$ cat config.mk
export PLATFORM = sky130hd
export DESIGN_NAME = mandelbrot_scheduler
export DESIGN_NICKNAME = d
export VERILOG_FILES = /design/src/rtl/mandelbrot_scheduler.sv
export SDC_FILE = /design/constraint.sdc
export NUM_CORES = 1
export LEC_CHECK = 0
export CORE_MARGIN = 1.5
export CORE_UTILIZATION = 30
export DETAILED_ROUTE_END_ITERATION = 10
export GPL_ROUTABILITY_DRIVEN = 0
export GPL_TIMING_DRIVEN = 0
export PLACE_DENSITY_LB_ADDON = 0.2
export SLEW_MARGIN = 20
export SYNTH_ARGS = -nofsm -noshare
export SYNTH_HDL_FRONTEND = slang
export SYNTH_SLANG_ARGS = --single-unit
$ cat constraint.sdc
create_clock -name i_clk -period 6.8 [get_ports i_clk]
set_input_delay 1.02 -clock i_clk [delete_from_list [all_inputs] [get_ports i_clk]]
set_output_delay 1.02 -clock i_clk [all_outputs]
set_load 0.02 [all_outputs]
$ cat src/rtl/mandelbrot_scheduler.sv
// Slot scheduler for the 3-stage mandelbrot iteration pipeline.
// Recirculates in-flight pixels every lap and retires them on escape or MAX_ITER.
module mandelbrot_scheduler #(
    parameter int LAT      = 3,
    parameter int MAX_ITER = 16,
    parameter int TAG_W    = 16
) (
    input  logic             i_clk,
    input  logic             i_rst,
    input  logic             i_px_valid,
    output logic             o_px_ready,
    input  logic [15:0]      i_px_cx,
    input  logic [15:0]      i_px_cy,
    input  logic [TAG_W-1:0] i_px_tag,
    output logic             o_res_valid,
    input  logic             i_res_ready,
    output logic [7:0]       o_res_iter,
    output logic             o_res_escaped,
    output logic [TAG_W-1:0] o_res_tag,
    output logic [15:0]      o_pl_x,
    output logic [15:0]      o_pl_y,
    output logic [15:0]      o_pl_cx,
    output logic [15:0]      o_pl_cy,
    output logic [7:0]       o_pl_cnt,
    input  logic [15:0]      i_pl_x,
    input  logic [15:0]      i_pl_y,
    input  logic [15:0]      i_pl_cx,
    input  logic [15:0]      i_pl_cy,
    input  logic [7:0]       i_pl_cnt,
    output logic             o_busy
);
    localparam int         T     = LAT - 1;
    localparam logic [7:0] MAX_N = 8'(MAX_ITER);

    logic [LAT-1:0]   v_q, v_d;
    logic [LAT-1:0]   dn_q, dn_d;
    logic [LAT-1:0]   es_q, es_d;
    logic [7:0]       it_q [LAT];
    logic [7:0]       it_d [LAT];
    logic [TAG_W-1:0] tg_q [LAT];
    logic [TAG_W-1:0] tg_d [LAT];

    logic             res_v_q, res_v_d;
    logic [7:0]       res_it_q, res_it_d;
    logic             res_es_q, res_es_d;
    logic [TAG_W-1:0] res_tg_q, res_tg_d;

    logic             esc, fin, fin_es, retire, slot_free, accept;
    logic [7:0]       nxt, fin_it;
    logic             in_v, in_dn, in_es;
    logic [7:0]       in_it;
    logic [TAG_W-1:0] in_tg;

    always_comb begin
        esc    = i_pl_cnt != 8'd0;
        nxt    = it_q[T] + 8'd1;
        fin    = v_q[T] & (dn_q[T] | esc | (nxt == MAX_N));
        fin_it = dn_q[T] ? it_q[T] : nxt;
        fin_es = dn_q[T] ? es_q[T] : esc;
        retire = fin & (~res_v_q | i_res_ready);
        slot_free  = ~v_q[T] | retire;
        o_px_ready = slot_free & ~i_rst;
        accept     = o_px_ready & i_px_valid;

        in_v     = 1'b0;
        in_dn    = 1'b0;
        in_es    = 1'b0;
        in_it    = 8'd0;
        in_tg    = '0;
        o_pl_x   = 16'd0;
        o_pl_y   = 16'd0;
        o_pl_cx  = 16'd0;
        o_pl_cy  = 16'd0;
        o_pl_cnt = 8'd0;

        // Occupied slot keeps its lap; a blocked finisher rides along frozen.
        if (!slot_free) begin
            in_v    = 1'b1;
            in_dn   = fin;
            in_es   = fin_es;
            in_it   = fin_it;
            in_tg   = tg_q[T];
            o_pl_x  = i_pl_x;
            o_pl_y  = i_pl_y;
            o_pl_cx = i_pl_cx;
            o_pl_cy = i_pl_cy;
        end else if (accept) begin
            in_v    = 1'b1;
            in_tg   = i_px_tag;
            o_pl_cx = i_px_cx;
            o_pl_cy = i_px_cy;
        end

        v_d  = {v_q[LAT-2:0], in_v};
        dn_d = {dn_q[LAT-2:0], in_dn};
        es_d = {es_q[LAT-2:0], in_es};
        it_d[0] = in_it;
        tg_d[0] = in_tg;
        for (int i = 1; i < LAT; i++) begin
            it_d[i] = it_q[i-1];
            tg_d[i] = tg_q[i-1];
        end

        res_v_d  = res_v_q;
        res_it_d = res_it_q;
        res_es_d = res_es_q;
        res_tg_d = res_tg_q;
        if (retire) begin
            res_v_d  = 1'b1;
            res_it_d = fin_it;
            res_es_d = fin_es;
            res_tg_d = tg_q[T];
        end else if (i_res_ready) begin
            res_v_d = 1'b0;
        end
    end

    always_ff @(posedge i_clk or posedge i_rst) begin
        if (i_rst) begin
            v_q      <= '0;
            dn_q     <= '0;
            es_q     <= '0;
            for (int i = 0; i < LAT; i++) begin
                it_q[i] <= 8'd0;
                tg_q[i] <= '0;
            end
            res_v_q  <= 1'b0;
            res_it_q <= 8'd0;
            res_es_q <= 1'b0;
            res_tg_q <= '0;
        end else begin
            v_q      <= v_d;
            dn_q     <= dn_d;
            es_q     <= es_d;
            for (int i = 0; i < LAT; i++) begin
                it_q[i] <= it_d[i];
                tg_q[i] <= tg_d[i];
            end
            res_v_q  <= res_v_d;
            res_it_q <= res_it_d;
            res_es_q <= res_es_d;
            res_tg_q <= res_tg_d;
        end
    end

    assign o_res_valid   = res_v_q;
    assign o_res_iter    = res_it_q;
    assign o_res_escaped = res_es_q;
    assign o_res_tag     = res_tg_q;
    assign o_busy        = (|v_q) | res_v_q;
endmodule

==> results of run 1 <==
[flip-flops by register name, indices dropped and copies added, names as in the netlist, 3 cells and up]
signal / count
it_d: 16
dn_q: 3
o_res_tag: 16
it_q: 8
tg_d: 32
tg_q: 16
o_res_iter: 8
es_q: 3
v_q: 3
[area by class of cell]
class                      count  share of cell area
buffer                        26              0.0219
clock buffer                  11              0.0349
clock inverter                 4              0.0106
inverter                       4             0.00288
multi-input combinational    178               0.200
sequential                   107               0.385
tap                          180              0.0324
timing repair buffer         216               0.313
[logic make-up (layout without fill, tap and decap cells)]
| family | Yosys count | in the layout | synth area share |
|---|---|---|---|
| AOI/OAI and AO/OA | 59 | 59 | 0.126 |
| xor gates and xnor gates | 8 | 8 | 0.0166 |
| adders and majority gates | 2 | 2 | 0.00594 |
| buffers and inverters | 30 | 261 | 0.0398 |
| DFF | 107 | 107 | 0.636 |
| muxes | 25 | 25 | 0.0660 |
| other | 1 | 8 | 0.000891 |
| and+or+nand+nor | 76 | 76 | 0.109 |
[placed cells by master (no fill, tap or decap), types with 3 or more instances in the layout]
master,Yosys,final
nand2_1,8,8
buf_4,8,8
buf_2,8,8
xnor2_1,6,6
clkdlybuf4s50_1,0,215
mux2_2,5,5
clkbuf_1,8,9
and2_1,39,39
conb_1,1,8
inv_1,4,3
dfrtp_1,107,107
nor2_1,6,6
mux2_1,17,17
nor3_1,4,4
clkbuf_16,0,9
nor2b_1,4,4
mux2i_1,3,3
a22o_1,48,48
[stage by stage]
stage          hold slack (ns)  std cells  setup slack, ns
2_1_floorplan            0.331        315             2.96
3_3_place_gp             0.333        710             1.59
3_5_place_dp             0.335        711             1.89
4_1_cts                  0.349        726             1.88
5_1_grt                  0.352        726             1.68
6_report                 0.348        726             1.96
[layer usage]
metal / share of wire / vias to the layer above / track usage
li1: - / 1528 / -
met1: 0.36 / 1576 / 0.175
met2: 0.54 / 115 / 0.286
met3: 0.071 / 19 / 0.0418
met4: 0.027 / 0 / 0.0757
met5: 0 / - / 0
[how the worst max path moves through the flow]
stage | from | to | slack (ns) | cells after the start
2_1_floorplan | i_rst | dn_q[0]$_DFF_PP0_ | 2.96 | 1
3_3_place_gp | i_rst | tg_q[6]$_DFF_PP0_ | 1.59 | 2
3_5_place_dp | i_pl_cnt[3] | o_pl_y[12] | 1.89 | 8
4_1_cts | i_pl_cnt[3] | o_pl_y[12] | 1.88 | 8
5_1_grt | i_pl_cnt[3] | o_pl_y[13] | 1.68 | 8
6_report | i_pl_cnt[3] | o_pl_y[12] | 1.96 | 8
[power groups by stage]
stage,clock network [mW],logic (mW),registers [mW]
floorplan,0,0.0948,0.711
global placement,0,0.268,0.695
detailed placement,0,0.273,0.696
CTS,0.561,0.274,0.684
global route,0.592,0.287,0.687
finish,0.545,0.269,0.683
==> flow_metrics.py, run 1 <==
metrics = {
    "drt": {
        "post_drt_wl_per_cell_um": 16.1,
        "drt-vias-per-instance": 4.46,
        "antenna_left": 0,
        "wirelength_um": 11700,
        "drtIter0Drc": 153,
        "drc": 0,
        "vias": 3238,
        "first_pass_iters": 4,
    },
    "synth": {
        "synth-edff-count": 0,
        "yosysMostFrequentCell": "dfrtp_1",
        "synth_area_leaders": "dfrtp_1 64%, a22o_1 10%, and2_1 5.8%",
        "async_flop_share": 1.00,
        "yosys_warnings": 0,
        "synthCells": 308,
        "syn_area_mm2": 0.00421,
        "synth-seq-cells": 107,
        "netlist_top_cells_count": "107 x dfrtp_1, 48 x a22o_1, 39 x and2_1, 17 x mux2_1",
        "synth_top_area_cell": "dfrtp_1",
        "synth.distinct_cells": 39,
        "syn_area_per_cell_um2": 13.7,
        "yosysSeqAreaShare": 0.636,
        "synth_top_area_frac": 0.636,
        "synth_ff_type": "dfrtp_1",
    },
    "sta": {
        "slew_violations": 0,
        "period_share": 0.712,
        "finalHoldViolCount": 0,
        "rsz0062_at_grt": "no",
        "tns_ns": 0,
        "max_freq_ghz": 0.207,
        "min_period_ns": 4.84,
        "fin_skew_ns": 0.00718,
        "worst_pin_slew_ns": 0.529,
        "report.final.setup_viol": 0,
        "slew_headroom": 0.647,
    },
    "global_route": {
        "grt_pass1_wl_um": 17700,
        "overflow": 0,
        "antenna_found_initial": 0,
        "grt_util_all_layers": 0.160,
        "grt_max_degree": 57,
        "grt_pass1_vias": 3318,
    },
    "clock_tree": {
        "cts_tree": "built",
        "cts_made_buffers": 9,
        "clk_path_buf_depth": 2,
        "clkTransAtPathRegs_ns": 0.06,
        "ctsHoldBuffers": 0,
        "post_cts_resized": 0,
        "cts_setup_buffers": 0,
        "cts-root-buf": "clkbuf_16",
        "clkLatencyLatePin_ns": 0.34,
        "htreeDepth": 3,
        "cts_sinks": 107,
    },
    "critical_path": {
        "worst_r2r_endpoint": "it_d[11]$_DFF_PP0_",
        "critPathCaptureType": "output pin",
        "path_cells": "clkdlybuf4s50_1 > nor4_1 > and3_1 > o31ai_4 > a21boi_2 > clkbuf_1 > and2_1 > clkdlybuf4s50_1",
        "slowest_stage": "clkdlybuf4s50_1",
        "cp.buffers_inverters": 3,
        "path_class": "primary input to output pin",
        "arrival_ns": 3.82,
        "cpPeakStageDelay_ns": 0.59,
        "critPathMaxFanout": 10,
        "r2r_cells": 7,
        "cpMostUsedCell": "clkdlybuf4s50_1",
        "start_kind": "primary input",
        "regToRegSetupSlack_ns": 4.19,
        "reg2reg_from": "it_q[0]$_DFF_PP0_",
        "required_ns": 5.78,
        "path_delay_family": "buffers and inverters",
    },
    "finish": {
        "drive_gt1_frac": 0.0861,
        "nNetsFinal": 668,
        "num_antenna_cells": 0,
        "postLayoutCoreUtil": 0.505,
        "area.sequential_mm2": 0.00268,
        "area_growth_syn_to_layout_pct": 65.4,
        "multi_input_area_mm2": 0.00139,
        "nFillCells": 1251,
        "postLayoutCellArea_mm2": 0.00696,
    },
    "power": {
        "power_mw": 1.50,
        "p_switching_mw": 0.346,
        "internal_power_mw": 1.15,
        "leakage_nw": 3.15,
        "power_density_mw_per_mm2": 215,
        "pwr-share-seq": 0.456,
        "power.share.clock": 0.364,
        "pwr-share-comb": 0.180,
        "switching_share": 0.231,
        "peakVddDrop_mv": 0.105,
    },
    "die": {
        "die_x_um": 121,
        "core.rowCount": 43,
        "initial_utilization": 0.306,
        "dieArea_mm2": 0.0148,
        "pin_count": 224,
        "coreArea_mm2": 0.0138,
        "die_h_um": 121,
    },
    "min_path": {
        "hold-path-endpoint": "it_q[2]$_DFF_PP0_",
        "hold_path.startpoint": "it_d[2]$_DFF_PP0_",
        "hold_class": "flip-flop to flip-flop",
        "holdPathStages": 0,
    },
    "run": {
        "drv_cap": 0,
    },
    "run_status": {
        "status": "completed",
    },
    "place": {
        "dpl.hpwl_um": 9290,
        "placed_cell_area_mm2": 0.00665,
        "io_buffers": 215,
    },
}
Note: power is estimated with default switching activity, not from simulation.
==> inputs of run 2 (changes only) <==
clock period = 4.9 ns   (was 6.8 ns; I/O delays follow)
==> results of run 2 <==
Same layout as run 1 (identical final DEF). Status: completed.
Main changes from that run: setup slack after placement 1.89 ns -> 0.561 ns; setup slack after layout 1.96 ns -> 0.630 ns; register-to-register setup slack 4.19 ns -> 2.29 ns; total power 1.50 mW -> 2.08 mW; worst IR drop on VDD 0.105 mV -> 0.146 mV
==> inputs of run 3 (changes only) <==
RECOVER_POWER = 25   (was unset)
==> flow_metrics.py, run 3 (synthesis results as in run 1) <==
metrics = {
    "drt": {
        "drt-vias-per-instance": 4.47,
        "vias": 3243,
        "antenna_left": 0,
        "first_pass_iters": 4,
        "drc": 0,
        "wirelength_um": 11600,
        "post_drt_wl_per_cell_um": 16.0,
        "drtIter0Drc": 153,
    },
    "place": {
        "dpl.hpwl_um": 9290,
        "io_buffers": 215,
        "placed_cells": 711,
    },
    "critical_path": {
        "critPathCaptureType": "output pin",
        "cpMostUsedCell": "clkdlybuf4s50_1",
        "critPathMaxFanout": 10,
        "worst_r2r_endpoint": "it_d[11]$_DFF_PP0_",
        "reg2reg_from": "it_q[0]$_DFF_PP0_",
        "r2r_cells": 7,
        "path_class": "primary input to output pin",
        "required_ns": 4.16,
        "regToRegSetupSlack_ns": 2.30,
        "path_cells": "clkdlybuf4s50_1 > nor4_1 > and3_1 > o31ai_4 > a21boi_2 > clkbuf_1 > and2_1 > clkdlybuf4s50_1",
        "slowest_stage": "clkdlybuf4s50_1",
        "arrival_ns": 3.52,
        "cpPeakStageDelay_ns": 0.59,
        "start_kind": "primary input",
    },
    "clock_tree": {
        "htreeDepth": 3,
        "ctsHoldBuffers": 0,
        "cts_sinks": 107,
        "clkLatencyLatePin_ns": 0.34,
        "cts_setup_buffers": 0,
        "post_cts_resized": 0,
        "clk_path_buf_depth": 2,
        "clkTransAtPathRegs_ns": 0.06,
        "cts_tree": "built",
        "cts_made_buffers": 9,
        "cts-root-buf": "clkbuf_16",
    },
    "sta": {
        "report.final.setup_viol": 0,
        "fin_skew_ns": 0.00718,
        "rsz0062_at_grt": "no",
        "period_share": 0.869,
        "worst_pin_slew_ns": 2.27,
        "slew_violations": 52,
        "slew_headroom": -0.519,
        "finalHoldViolCount": 0,
        "max_freq_ghz": 0.235,
        "min_period_ns": 4.26,
    },
    "min_path": {
        "hold_class": "flip-flop to flip-flop",
        "hold-path-endpoint": "it_q[2]$_DFF_PP0_",
        "hold_path.startpoint": "it_d[2]$_DFF_PP0_",
        "holdPathStages": 0,
    },
    "power": {
        "pwr-share-seq": 0.457,
        "switching_share": 0.231,
        "internal_power_mw": 1.60,
        "pwr-share-comb": 0.179,
        "peakVddDrop_mv": 0.146,
        "leakage_nw": 3.14,
        "power_density_mw_per_mm2": 299,
        "p_switching_mw": 0.480,
        "power_mw": 2.08,
        "power.share.clock": 0.364,
    },
    "global_route": {
        "grt_util_all_layers": 0.160,
        "grt_pass1_wl_um": 17700,
        "grt_max_degree": 57,
        "grt_pass1_vias": 3318,
        "overflow": 0,
        "antenna_found_initial": 0,
    },
    "finish": {
        "final_cell_mix": "214 x clkdlybuf4s50_1, 107 x dfrtp_1, 48 x a22o_1",
        "final_cell_count_no_fill": 726,
        "area_growth_syn_to_layout_pct": 65.3,
        "num_antenna_cells": 0,
        "area.sequential_mm2": 0.00268,
        "nFillCells": 1250,
        "largest_reg_flops": 32,
        "drive_gt1_frac": 0.0861,
        "multi_input_area_mm2": 0.00139,
        "layout_commonest_cell": "clkdlybuf4s50_1",
        "nNetsFinal": 668,
    },
    "die": {
        "dieArea_mm2": 0.0148,
        "pin_count": 224,
        "coreArea_mm2": 0.0138,
        "die_h_um": 121,
        "core.rowCount": 43,
        "initial_utilization": 0.306,
        "die_x_um": 121,
    },
    "run_status": {
        "violations": "capacitance limit, slew limit",
        "status": "finished, violations left",
    },
    "run": {
        "drv_cap": 1,
    },
}
## run 3: how the worst max path moves through the flow
stage,start,endpoint,depth (start not counted)
finish,i_pl_cnt[3],o_pl_y[12],8
global route,i_pl_cnt[3],o_pl_y[13],8
CTS,i_pl_cnt[3],o_pl_y[12],8
detailed placement,i_pl_cnt[3],o_pl_y[12],8
global placement,i_rst,tg_q[6]$_DFF_PP0_,2
floorplan,i_rst,dn_q[0]$_DFF_PP0_,1
## run 3: layer usage
metal | part of all wire | vias to the layer above | GRT usage
met1 | 0.36 | 1582 | 0.175
met2 | 0.54 | 115 | 0.286
met3 | 0.071 | 19 | 0.0418
met5 | 0 | - | 0
met4 | 0.027 | 0 | 0.0757
li1 | - | 1527 | -
## run 3: area by class of cell
class / instances / area share
buffer: 26 / 0.0219
clock buffer: 11 / 0.0349
clock inverter: 4 / 0.0106
inverter: 4 / 0.00234
multi-input combinational: 178 / 0.200
sequential: 107 / 0.385
tap: 180 / 0.0324
timing repair buffer: 216 / 0.313
## run 3: worst max-delay path: cells and delay by family
family | cells | cell delay [ns]
AND/OR/NAND/NOR | 3 | 0.87
AO/OA/AOI/OAI | 2 | 0.57
buffers and inverters | 3 | 1.35
## run 3: stage by stage
step,TNS (ns),cell area (um2),util,hold WS [ns],setup WS (ns)
3_5_place_dp,0,6650,0.482,0.335,0.561
5_1_grt,0,6960,0.505,0.352,0.347
4_1_cts,0,6960,0.505,0.349,0.549
6_report,0,6960,0.505,0.348,0.641
3_3_place_gp,-1.65,6610,0.480,0.333,-0.0232
2_1_floorplan,0,4240,-,0.331,1.35
## run 3: power groups by stage
stage	Combinational (mW)	Sequential (mW)	Clock [mW]
6_report	0.373	0.949	0.756
5_1_grt	0.399	0.953	0.822
4_1_cts	0.380	0.949	0.779
3_5_place_dp	0.379	0.966	0
3_3_place_gp	0.372	0.964	0
2_1_floorplan	0.132	0.986	0
